**config.mk**
```make
export PLATFORM = sky130hd
export DESIGN_NAME = alu_md
export DESIGN_NICKNAME = d
export VERILOG_FILES = /design/src/rtl/alu_md_pkg.sv /design/src/rtl/alu_md_if.sv /design/src/rtl/alu_md_engine.sv /design/src/rtl/alu_md.sv
export SDC_FILE = /design/constraint.sdc
export NUM_CORES = 1
export LEC_CHECK = 0
export CAP_MARGIN = 25
export CORE_MARGIN = 1.5
export CORE_UTILIZATION = 50
export DETAILED_ROUTE_END_ITERATION = 12
export GPL_ROUTABILITY_DRIVEN = 0
export MAX_ROUTING_LAYER = met4
export PLACE_DENSITY = 0.7
export SLEW_MARGIN = 20
export SYNTH_ARGS = -nofsm -noshare
export SYNTH_HDL_FRONTEND = slang
export SYNTH_SLANG_ARGS = --single-unit
```
**constraint.sdc**
```tcl
create_clock -name clk -period 7.1 [get_ports clk]
set_input_delay 0.71 -clock clk [delete_from_list [all_inputs] [get_ports clk]]
set_output_delay 0.71 -clock clk [all_outputs]
set_load 0.01 [all_outputs]
```
**src/rtl/alu_md_pkg.sv**
```systemverilog
// Shared types for the execute-stage ALU and the multiply/divide engine.
// Opcode enums, engine state enum and the iteration counter width.
package alu_md_pkg;

   typedef enum logic [2:0] {
      ALU_ADD  = 3'd0,
      ALU_SUB  = 3'd1,
      ALU_OR   = 3'd2,
      ALU_SLT  = 3'd3,
      ALU_AND  = 3'd4,
      ALU_XOR  = 3'd5,
      ALU_SLTU = 3'd6,
      ALU_NOR  = 3'd7
   } alu_op_e;

   // Code 7 is unused and behaves like MD_NONE.
   typedef enum logic [2:0] {
      MD_NONE  = 3'd0,
      MD_MULT  = 3'd1,
      MD_MULTU = 3'd2,
      MD_DIV   = 3'd3,
      MD_DIVU  = 3'd4,
      MD_MTHI  = 3'd5,
      MD_MTLO  = 3'd6
   } md_op_e;

   typedef enum logic [1:0] {
      ST_IDLE = 2'd0,
      ST_RUN  = 2'd1,
      ST_DONE = 2'd2
   } md_state_e;

   localparam int W_DEFAULT     = 32;
   localparam int CNT_W_DEFAULT = $clog2(W_DEFAULT);

   function automatic int cnt_width(input int w);
      return $clog2(w);
   endfunction

endpackage

```
**src/rtl/alu_md_if.sv**
```systemverilog
// Execute-stage bundle: ALU operands/results plus the MD request, HI/LO and engine state.
// valid/ready: md_start is a one-cycle request accepted only while busy is low; busy low means HI/LO are current.
interface alu_md_if
   import alu_md_pkg::*;
#(
   parameter int W = 32
) ();

   logic [W-1:0] a;
   logic [W-1:0] b;
   logic [2:0]   alu_op;
   logic         ovf_en;
   logic [W-1:0] alu_res;
   logic         zero;
   logic         overflow;
   logic         md_start;
   logic [2:0]   md_op;
   logic         busy;
   logic [W-1:0] hi;
   logic [W-1:0] lo;
   md_state_e    md_state;

   modport master (
      output a, b, alu_op, ovf_en, md_start, md_op,
      input  alu_res, zero, overflow, busy, hi, lo, md_state
   );

   modport slave (
      input  a, b, md_start, md_op,
      output busy, hi, lo, md_state
   );

endinterface

```
**src/rtl/alu_md_engine.sv**
```systemverilog
// Iterative multiply/divide engine owning HI/LO: shift-add multiply, restoring divide.
// Divider datapath is present only when ALU_MD_DIV_EN is defined.
module md_engine
   import alu_md_pkg::*;
#(
   parameter int W = 32
) (
   input  logic     clk,
   input  logic     rst,
   alu_md_if.slave  bus
);

   localparam int CW = cnt_width(W);

   md_state_e      state_q, state_d;
   logic [CW-1:0]  cnt_q, cnt_d;
   logic           is_mul_q, is_mul_d;
   logic           neg_q, neg_d;
   logic [W-1:0]   acc_q, acc_d;
   logic [W-1:0]   mreg_q, mreg_d;
   logic [W-1:0]   mcand_q, mcand_d;
   logic [W-1:0]   hi_q, hi_d;
   logic [W-1:0]   lo_q, lo_d;

   logic           signed_op;
   logic [W-1:0]   abs_a, abs_b;
   logic [W:0]     mul_sum;
   logic [2*W-1:0] prod_raw, prod_fix;

`ifdef ALU_MD_DIV_EN
   logic           rneg_q, rneg_d;
   logic           divz_q, divz_d;
   logic [W:0]     div_shift, div_diff;
`endif

   assign abs_a = bus.a[W-1] ? -bus.a : bus.a;
   assign abs_b = bus.b[W-1] ? -bus.b : bus.b;

   always_comb begin
      state_d   = state_q;
      cnt_d     = cnt_q;
      is_mul_d  = is_mul_q;
      neg_d     = neg_q;
      acc_d     = acc_q;
      mreg_d    = mreg_q;
      mcand_d   = mcand_q;
      hi_d      = hi_q;
      lo_d      = lo_q;
      signed_op = 1'b0;
`ifdef ALU_MD_DIV_EN
      rneg_d    = rneg_q;
      divz_d    = divz_q;
      div_shift = {acc_q, mreg_q[W-1]};
      div_diff  = div_shift - {1'b0, mcand_q};
`endif
      mul_sum  = {1'b0, acc_q} + ({1'b0, mcand_q} & {(W+1){mreg_q[0]}});
      prod_raw = {acc_q, mreg_q};
      prod_fix = neg_q ? -prod_raw : prod_raw;

      case (state_q)
         ST_IDLE: begin
            if (bus.md_start) begin
               case (bus.md_op)
                  MD_MULT, MD_MULTU: begin
                     signed_op = (bus.md_op == MD_MULT);
                     state_d   = ST_RUN;
                     cnt_d     = '0;
                     is_mul_d  = 1'b1;
                     acc_d     = '0;
                     mcand_d   = signed_op ? abs_a : bus.a;
                     mreg_d    = signed_op ? abs_b : bus.b;
                     neg_d     = signed_op & (bus.a[W-1] ^ bus.b[W-1]);
                  end
`ifdef ALU_MD_DIV_EN
                  // Dividend shifts out of mreg while quotient bits shift in behind it.
                  MD_DIV, MD_DIVU: begin
                     signed_op = (bus.md_op == MD_DIV);
                     state_d   = ST_RUN;
                     cnt_d     = '0;
                     is_mul_d  = 1'b0;
                     acc_d     = '0;
                     mreg_d    = signed_op ? abs_a : bus.a;
                     mcand_d   = signed_op ? abs_b : bus.b;
                     neg_d     = signed_op & (bus.a[W-1] ^ bus.b[W-1]);
                     rneg_d    = signed_op & bus.a[W-1];
                     divz_d    = (bus.b == '0);
                  end
`endif
                  MD_MTHI: hi_d = bus.a;
                  MD_MTLO: lo_d = bus.a;
                  default: ;
               endcase
            end
         end
         ST_RUN: begin
            if (is_mul_q) begin
               acc_d  = mul_sum[W:1];
               mreg_d = {mul_sum[0], mreg_q[W-1:1]};
            end
`ifdef ALU_MD_DIV_EN
            else begin
               if (!div_diff[W]) begin
                  acc_d  = div_diff[W-1:0];
                  mreg_d = {mreg_q[W-2:0], 1'b1};
               end else begin
                  acc_d  = div_shift[W-1:0];
                  mreg_d = {mreg_q[W-2:0], 1'b0};
               end
            end
`endif
            cnt_d = cnt_q + 1'b1;
            if (cnt_q == CW'(W-1)) begin
               cnt_d   = '0;
               state_d = ST_DONE;
            end
         end
         ST_DONE: begin
            if (is_mul_q) begin
               {hi_d, lo_d} = prod_fix;
            end
`ifdef ALU_MD_DIV_EN
            else begin
               lo_d = divz_q ? '1 : (neg_q ? -mreg_q : mreg_q);
               hi_d = rneg_q ? -acc_q : acc_q;
            end
`endif
            state_d = ST_IDLE;
         end
         default: state_d = ST_IDLE;
      endcase
   end

   // Reset aborts any iteration outright; HI/LO never see a partial result.
   always_ff @(posedge clk or posedge rst) begin
      if (rst) begin
         state_q  <= ST_IDLE;
         cnt_q    <= '0;
         is_mul_q <= 1'b0;
         neg_q    <= 1'b0;
         acc_q    <= '0;
         mreg_q   <= '0;
         mcand_q  <= '0;
         hi_q     <= '0;
         lo_q     <= '0;
`ifdef ALU_MD_DIV_EN
         rneg_q   <= 1'b0;
         divz_q   <= 1'b0;
`endif
      end else begin
         state_q  <= state_d;
         cnt_q    <= cnt_d;
         is_mul_q <= is_mul_d;
         neg_q    <= neg_d;
         acc_q    <= acc_d;
         mreg_q   <= mreg_d;
         mcand_q  <= mcand_d;
         hi_q     <= hi_d;
         lo_q     <= lo_d;
`ifdef ALU_MD_DIV_EN
         rneg_q   <= rneg_d;
         divz_q   <= divz_d;
`endif
      end
   end

   assign bus.busy     = (state_q != ST_IDLE);
   assign bus.hi       = hi_q;
   assign bus.lo       = lo_q;
   assign bus.md_state = state_q;

endmodule

```
**src/rtl/alu_md.sv**
```systemverilog
// Execute-stage arithmetic: combinational MIPS ALU plus the iterative HI/LO engine.
// Define ALU_MD_DIV_EN to build DIV/DIVU support into the engine.
module alu_md
   import alu_md_pkg::*;
#(
   parameter int W = 32
) (
   input  logic         clk,
   input  logic         reset,
   input  logic [W-1:0] a,
   input  logic [W-1:0] b,
   input  logic [2:0]   alu_op,
   input  logic         ovf_en,
   output logic [W-1:0] alu_res,
   output logic         zero,
   output logic         overflow,
   input  logic         md_start,
   input  logic [2:0]   md_op,
   output logic         busy,
   output logic [W-1:0] hi,
   output logic [W-1:0] lo
);

   alu_md_if #(.W(W)) md_bus ();

   logic [W-1:0] sum, diff, res_c;
   logic         ovf_c;

   assign md_bus.a        = a;
   assign md_bus.b        = b;
   assign md_bus.alu_op   = alu_op;
   assign md_bus.ovf_en   = ovf_en;
   assign md_bus.md_start = md_start;
   assign md_bus.md_op    = md_op;

   always_comb begin
      sum   = md_bus.a + md_bus.b;
      diff  = md_bus.a - md_bus.b;
      res_c = '0;
      ovf_c = 1'b0;
      case (md_bus.alu_op)
         ALU_ADD: begin
            res_c = sum;
            ovf_c = (md_bus.a[W-1] == md_bus.b[W-1]) && (sum[W-1] != md_bus.a[W-1]);
         end
         ALU_SUB: begin
            res_c = diff;
            ovf_c = (md_bus.a[W-1] != md_bus.b[W-1]) && (diff[W-1] != md_bus.a[W-1]);
         end
         ALU_OR:   res_c = md_bus.a | md_bus.b;
         ALU_SLT:  res_c = {{(W-1){1'b0}}, $signed(md_bus.a) < $signed(md_bus.b)};
         ALU_AND:  res_c = md_bus.a & md_bus.b;
         ALU_XOR:  res_c = md_bus.a ^ md_bus.b;
         ALU_SLTU: res_c = {{(W-1){1'b0}}, md_bus.a < md_bus.b};
         ALU_NOR:  res_c = ~(md_bus.a | md_bus.b);
         default:  res_c = '0;
      endcase
   end

   assign md_bus.alu_res  = res_c;
   assign md_bus.zero     = (res_c == '0);
   assign md_bus.overflow = ovf_c & md_bus.ovf_en;

   md_engine #(.W(W)) u_eng (
      .clk (clk),
      .rst (reset),
      .bus (md_bus)
   );

   assign alu_res  = md_bus.alu_res;
   assign zero     = md_bus.zero;
   assign overflow = md_bus.overflow;
   assign busy     = md_bus.busy;
   assign hi       = md_bus.hi;
   assign lo       = md_bus.lo;

endmodule

```
After elaboration in Yosys (flattened, before gate mapping)

Cells that the tools add are included.

Flip-flop bits (word level): 169
Input bits: 74
Output and inout port bits: 99
Logic and storage cells: 97

Add/sub/neg operators: 7
Order comparisons: 2
Eq/ne operators: 25
Muxes and demuxes: 31
Bitwise operators: 8
Reduce and logical (&&, ||, !) cells: 15

Operator list:

| kind               | count |
|---|---|
| $mux 32            | 16 |
| $pmux 32 s2        | 4 |
| $pmux 32 s8        | 1 |
| $lt 32x32->1       | 2 |
| $mux 64            | 1 |
| $neg 32->32        | 2 |
| $neg 64->64        | 1 |
| $add 32x33->33     | 1 |
| $and 32x33->33     | 1 |
| $add 32x32->32     | 1 |
| $and 32x32->32     | 1 |
| $logic_not 32->1   | 1 |
| $not 32->32        | 1 |
| $or 32x32->32      | 1 |
| $sub 32x32->32     | 1 |
| $xor 32x32->32     | 1 |
| $eq 3x3->1 const B | 6 |
| $mux 5             | 3 |
| $reduce_and 4->1   | 3 |
| $pmux 5 s2         | 1 |
| $eq 3x2->1 const B | 3 |
| $reduce_and 3->1   | 3 |
| $ne 2x2->1 const B | 4 |
| $eq 3x1->1 const B | 2 |
| other kinds (17)   | 27 |

Logic depth before layout (Yosys ltp)

Depth after elaboration: 6
Mapped depth: 17
Depth with buffers taken out: 15

Modules after synthesis

A second synthesis with hierarchy kept.

Cells, all modules: 2390
Area, all modules: 17863.4 sq um

Modules (own cells, without submodules):

| module    | instances | cells each | area each (sq um) | seq. area each (sq um) |
|---|---|---|---|---|
| md_engine | 1         | 1412       | 11524.8           | 4229.1 |
| alu_md    | 1         | 978        | 6338.6            | 0.0 |

Worst setup path before layout

Ideal clock, no wire load.

Kind: input port to output port
Start: in a[0]
End: out zero
Data arrival time: 4.473 ns
Data required time: 6.390 ns
Slack: 1.917 ns
Cell stages on the path: 15
Path buffers: 0
Path through: inv_1 > ha_1 > fa_1 > or2_2 > a221oi_1 > o311a_1 > a21boi_0 > a221oi_1 > o221ai_1 > o21bai_1 > or4_1 > or4_1 > nor4_1 > nand4b_1 > nor4_1

Elaborated cells on any way between the ends: 10
Those cells by class: add/sub: 2; order compare: 2; mux: 1; bitwise: 4; reduce/logical: 1

RTL lines:

| item                                             | RTL line                   | RTL |
|---|---|---|
| start: declaration                               | alu_md.sv:10               | `input logic [W-1:0] a,` |
| $sub 32x32->32 or $add 32x32->32 (tied branches) | alu_md.sv:38, alu_md.sv:37 |  |
| $pmux 32 s8 *                                    | alu_md.sv:41               | `case (md_bus.alu_op)` |
| via alu_res[10]                                  | alu_md.sv:14               | `output logic [W-1:0] alu_res,` |
| $logic_not 32->1 *                               | alu_md.sv:61               | `assign md_bus.zero = (res_c == '0);` |
| end: declaration                                 | alu_md.sv:15               | `output logic zero,` |

The timed path passes the listed nets; every way through them passes the cells marked *.

Worst setup path in the final report

Start: in b[7]
End: out zero

Cells in the longest elaborated chain, start to end: 4
Elaborated cells on any way between the ends: 10
Those cells by class: add/sub: 2; order compare: 2; mux: 1; bitwise: 4; reduce/logical: 1

RTL lines:

| item                                                   | RTL line     | RTL |
|---|---|---|
| start: declaration                                     | alu_md.sv:11 | `input logic [W-1:0] b,` |
| branches (longest 2 deep; another with $sub 32x32->32) | n/a          |  |
| $pmux 32 s8 *                                          | alu_md.sv:41 |  |
| $logic_not 32->1 *                                     | alu_md.sv:61 |  |

Mark *: on every way between the ends.

==> impl_metrics.py <==
metrics = {
    "cts": {
        "clk_path_buf_depth": 2,
        "cts_tree": "yes",
        "htree_levels": 4,
        "insertion_delay_ns": 0.43,
        "root_buffer": "clkbuf_16",
        "cts_hold_buffers": 0,
        "clock_sinks": 169,
        "clk_pin_slew_ns": 0.06,
        "cts-resized-gates": 0,
        "cts_buffers": 17,
        "post_cts_buffers": 0,
    },
    "sta": {
        "final_max_slew_viol_count": 0,
        "period_share_pct": 94.3,
        "max_freq_mhz": 149,
        "worstMarginPinSlew_ns": 0.901,
        "setup_violations": 0,
        "setup_slack_ns": 0.406,
        "rsz0062_at_grt": "false",
        "fin_skew_ns": 0.0115,
        "relSlewSlack_pct": 39.9,
        "hold_viol": 0,
        "min_period_ns": 6.69,
        "final.setup.tns_ns": 0,
    },
    "synth": {
        "synth_area_mm2": 0.0168,
        "postSynthCellCount": 2256,
        "synth-edff-count": 0,
        "avgSynthCellArea_um2": 7.46,
        "synth-async-reset-ratio_pct": 100,
        "synth_warnings": 0,
        "yosysTopAreaCell": "dfrtp_1",
        "ys.flop_type": "dfrtp_1",
        "ys_seq_area_share_pct": 25.1,
        "yosysUniqueCellTypes": 77,
        "ys_ff_latch": 169,
        "synth_top_area_share_pct": 25.1,
        "synth_area_leaders": "dfrtp_1, ha_1, o21ai_0",
        "synthesis.nets": 2466,
    },
    "drt": {
        "antenna_left": 0,
        "first_iter_violations": 1900,
        "route.detailed.drc": 0,
        "wire_per_inst_um": 20.0,
        "drt-pass1-iter-count": 7,
        "vias_per_cell": 6.17,
        "num_vias": 17400,
        "wl_um": 56200,
    },
    "global_routing": {
        "antenna_found_initial": 5,
        "grt_max_degree": 92,
        "grt_usage_pct": 32.5,
        "grt_pass1_vias": 16200,
        "grt_pass1_wl_um": 88800,
        "grt-ovfl-total": 0,
    },
    "min_path": {
        "min_delay_worst_endpoint": "u_eng.mcand_q[22]",
        "worstHoldStart": "u_eng.mcand_q[22]",
        "hp-class": "reg -> reg",
        "holdPathStages": 2,
    },
    "cells_and_area": {
        "drive_gt1_share_pct": 4.62,
        "layout.nets": 2559,
        "syn_to_final_growth_pct": 15.6,
        "fillers": 3115,
    },
    "placement": {
        "portBuffers": 172,
        "dp_hpwl_um": 43200,
        "dp_slack_ns": 0.343,
    },
    "critical_path": {
        "reg2reg_slack_ns": 2.05,
        "crit_required_ns": 6.39,
        "critical_path.startpoint": "b[7]",
        "r2r_cells": 15,
        "rr_endpoint": "u_eng.acc_q[29]",
        "rr_startpoint": "u_eng.mreg_q[0]",
        "crit_path_end_kind": "output port",
        "arrival_ns": 5.98,
        "worstPathMaxFanout": 7,
        "start_kind": "primary input",
        "critical_path_class": "in -> out",
    },
    "flow_run": {
        "drv_cap": 0,
    },
    "die": {
        "fp-row-count": 67,
        "die_height_um": 187,
        "initial_core_util_pct": 50.5,
        "die-area_mm2": 0.0348,
        "core_mm2": 0.0334,
        "die_x_um": 187,
        "io-pin-count": 173,
    },
    "power": {
        "p_total_mw": 5.22,
        "power_density_mw_per_mm2": 268,
        "peakVddDrop_mv": 0.189,
        "total_leakage_power_nw": 8.33,
    },
    "status": {
        "status": "finished clean",
    },
}
-- how the worst max path moves through the flow --
stage,to
floorplan,u_eng.acc_q[0]
finish,zero
global placement,alu_res[31]
global route,zero
CTS,alu_res[31]
detailed placement,alu_res[31]
-- layout make-up --
class	instances	area [um2]	area share, %
Antenna cell	5	12.5	0.0643
Clock buffer	18	429	2.20
Clock inverter	13	120	0.617
Inverter	123	467	2.40
Multi-Input combinational cell	1838	11700	60.1
Sequential cell	169	4230	21.7
Tap cell	448	561	2.88
Timing Repair Buffer	200	1950	9.99
-- logic make-up after synthesis --
logic type      share of synthesized area, %
fa+ha+maj                               10.2
compound gates                          28.1
buf+inv                                 5.57
simple gates                            21.1
flops                                   25.1
xor+xnor                                7.85
mux                                     1.94
-- synthesized netlist by cell type (15+ instances only) --
master,n
and2_1,41
nor2_1,242
o22ai_1,20
clkbuf_1,107
xor2_1,28
or3_1,21
a31oi_1,19
a21oi_1,178
a21o_1,32
ha_1,133
nand2b_1,24
nand3_1,36
a211oi_1,27
buf_1,17
o31ai_1,92
nor3_1,33
nor4_1,15
o21bai_1,22
inv_1,122
xnor2_1,123
o41ai_1,20
mux2i_1,27
nand2_1,275
or4_1,18
o21ai_0,228
dfrtp_1,169
-- cell usage in the layout, fill, tap and decap left out, types with 17 or more instances in the layout --
| master | count |
|---|---|
| o21ai_0 | 228 |
| clkdlybuf4s50_1 | 170 |
| xnor2_1 | 123 |
| xor2_1 | 28 |
| nor2_1 | 241 |
| or3_1 | 21 |
| a21oi_1 | 178 |
| o31ai_1 | 92 |
| ha_1 | 133 |
| inv_1 | 121 |
| a21o_1 | 32 |
| clkbuf_16 | 17 |
| nand2b_1 | 21 |
| a211oi_1 | 27 |
| mux2i_1 | 27 |
| buf_4 | 26 |
| and2_1 | 41 |
| dfrtp_1 | 168 |
| nand3_1 | 36 |
| o22ai_1 | 20 |
| nor3_1 | 32 |
| o41ai_1 | 20 |
| nand2_1 | 275 |
| a31oi_1 | 19 |
| o21bai_1 | 22 |
| or4_1 | 18 |
-- report_power, final --
group          internal [mW]  switching (mW)  total, mW
sequential              1.31           0.419       1.73
combinational           1.16            1.43       2.59
clock                  0.484           0.417      0.901
total                   2.95            2.27       5.22
-- state kept, by name (all words and copies together) (netlist names) --
name	cells
u_eng.neg_q	1
u_eng.bus.lo	32
u_eng.acc_q	32
u_eng.bus.md_state	2
u_eng.mcand_q	32
u_eng.cnt_q	5
u_eng.mreg_q	32
u_eng.bus.hi	32
u_eng.is_mul_q	1
-- worst max-delay path: stages --
cell and delay (ns):
clkdlybuf4s50_1 0.57, inv_1 0.11, ha_1 0.40, inv_1 0.11
a21o_1 0.20, or3b_2 0.48, and2_1 0.20, a211oi_1 0.61
o21ai_0 0.30, a2111o_1 0.44, o211a_1 0.14, or4_1 0.50
nor4_1 0.26, nand4b_1 0.13, nor4_1 0.21, clkdlybuf4s50_1 0.59
-- per-stage QoR --
stage / hold WS (ns) / std cells / util [%] / instance area (um2)
after floorplan: 0.438 / 2256 / - / 16800
after global placement: 0.453 / 2776 / 56.5 / 18900
after detailed placement: 0.463 / 2776 / 56.5 / 18900
after CTS: 0.477 / 2807 / 58.2 / 19400
after global routing: 0.492 / 2814 / 58.4 / 19500
final: 0.473 / 2814 / 58.4 / 19500
-- metal layers --
| metal | share of wire [%] | wire length (um) | GRT usage (%) | up-vias |
|---|---|---|---|---|
| met2 | 43 | 24300 | 48.5 | 865 |
| met3 | 8.4 | 4740 | 4.16 | 127 |
| met4 | 3.5 | 1990 | 11.8 | 0 |
| met1 | 45 | 25100 | 45.3 | 8156 |
| met5 | 0 | 0 | - | - |
| li1 | - | - | - | 8220 |
No activity file was read; power rests on OpenSTA's default activity.
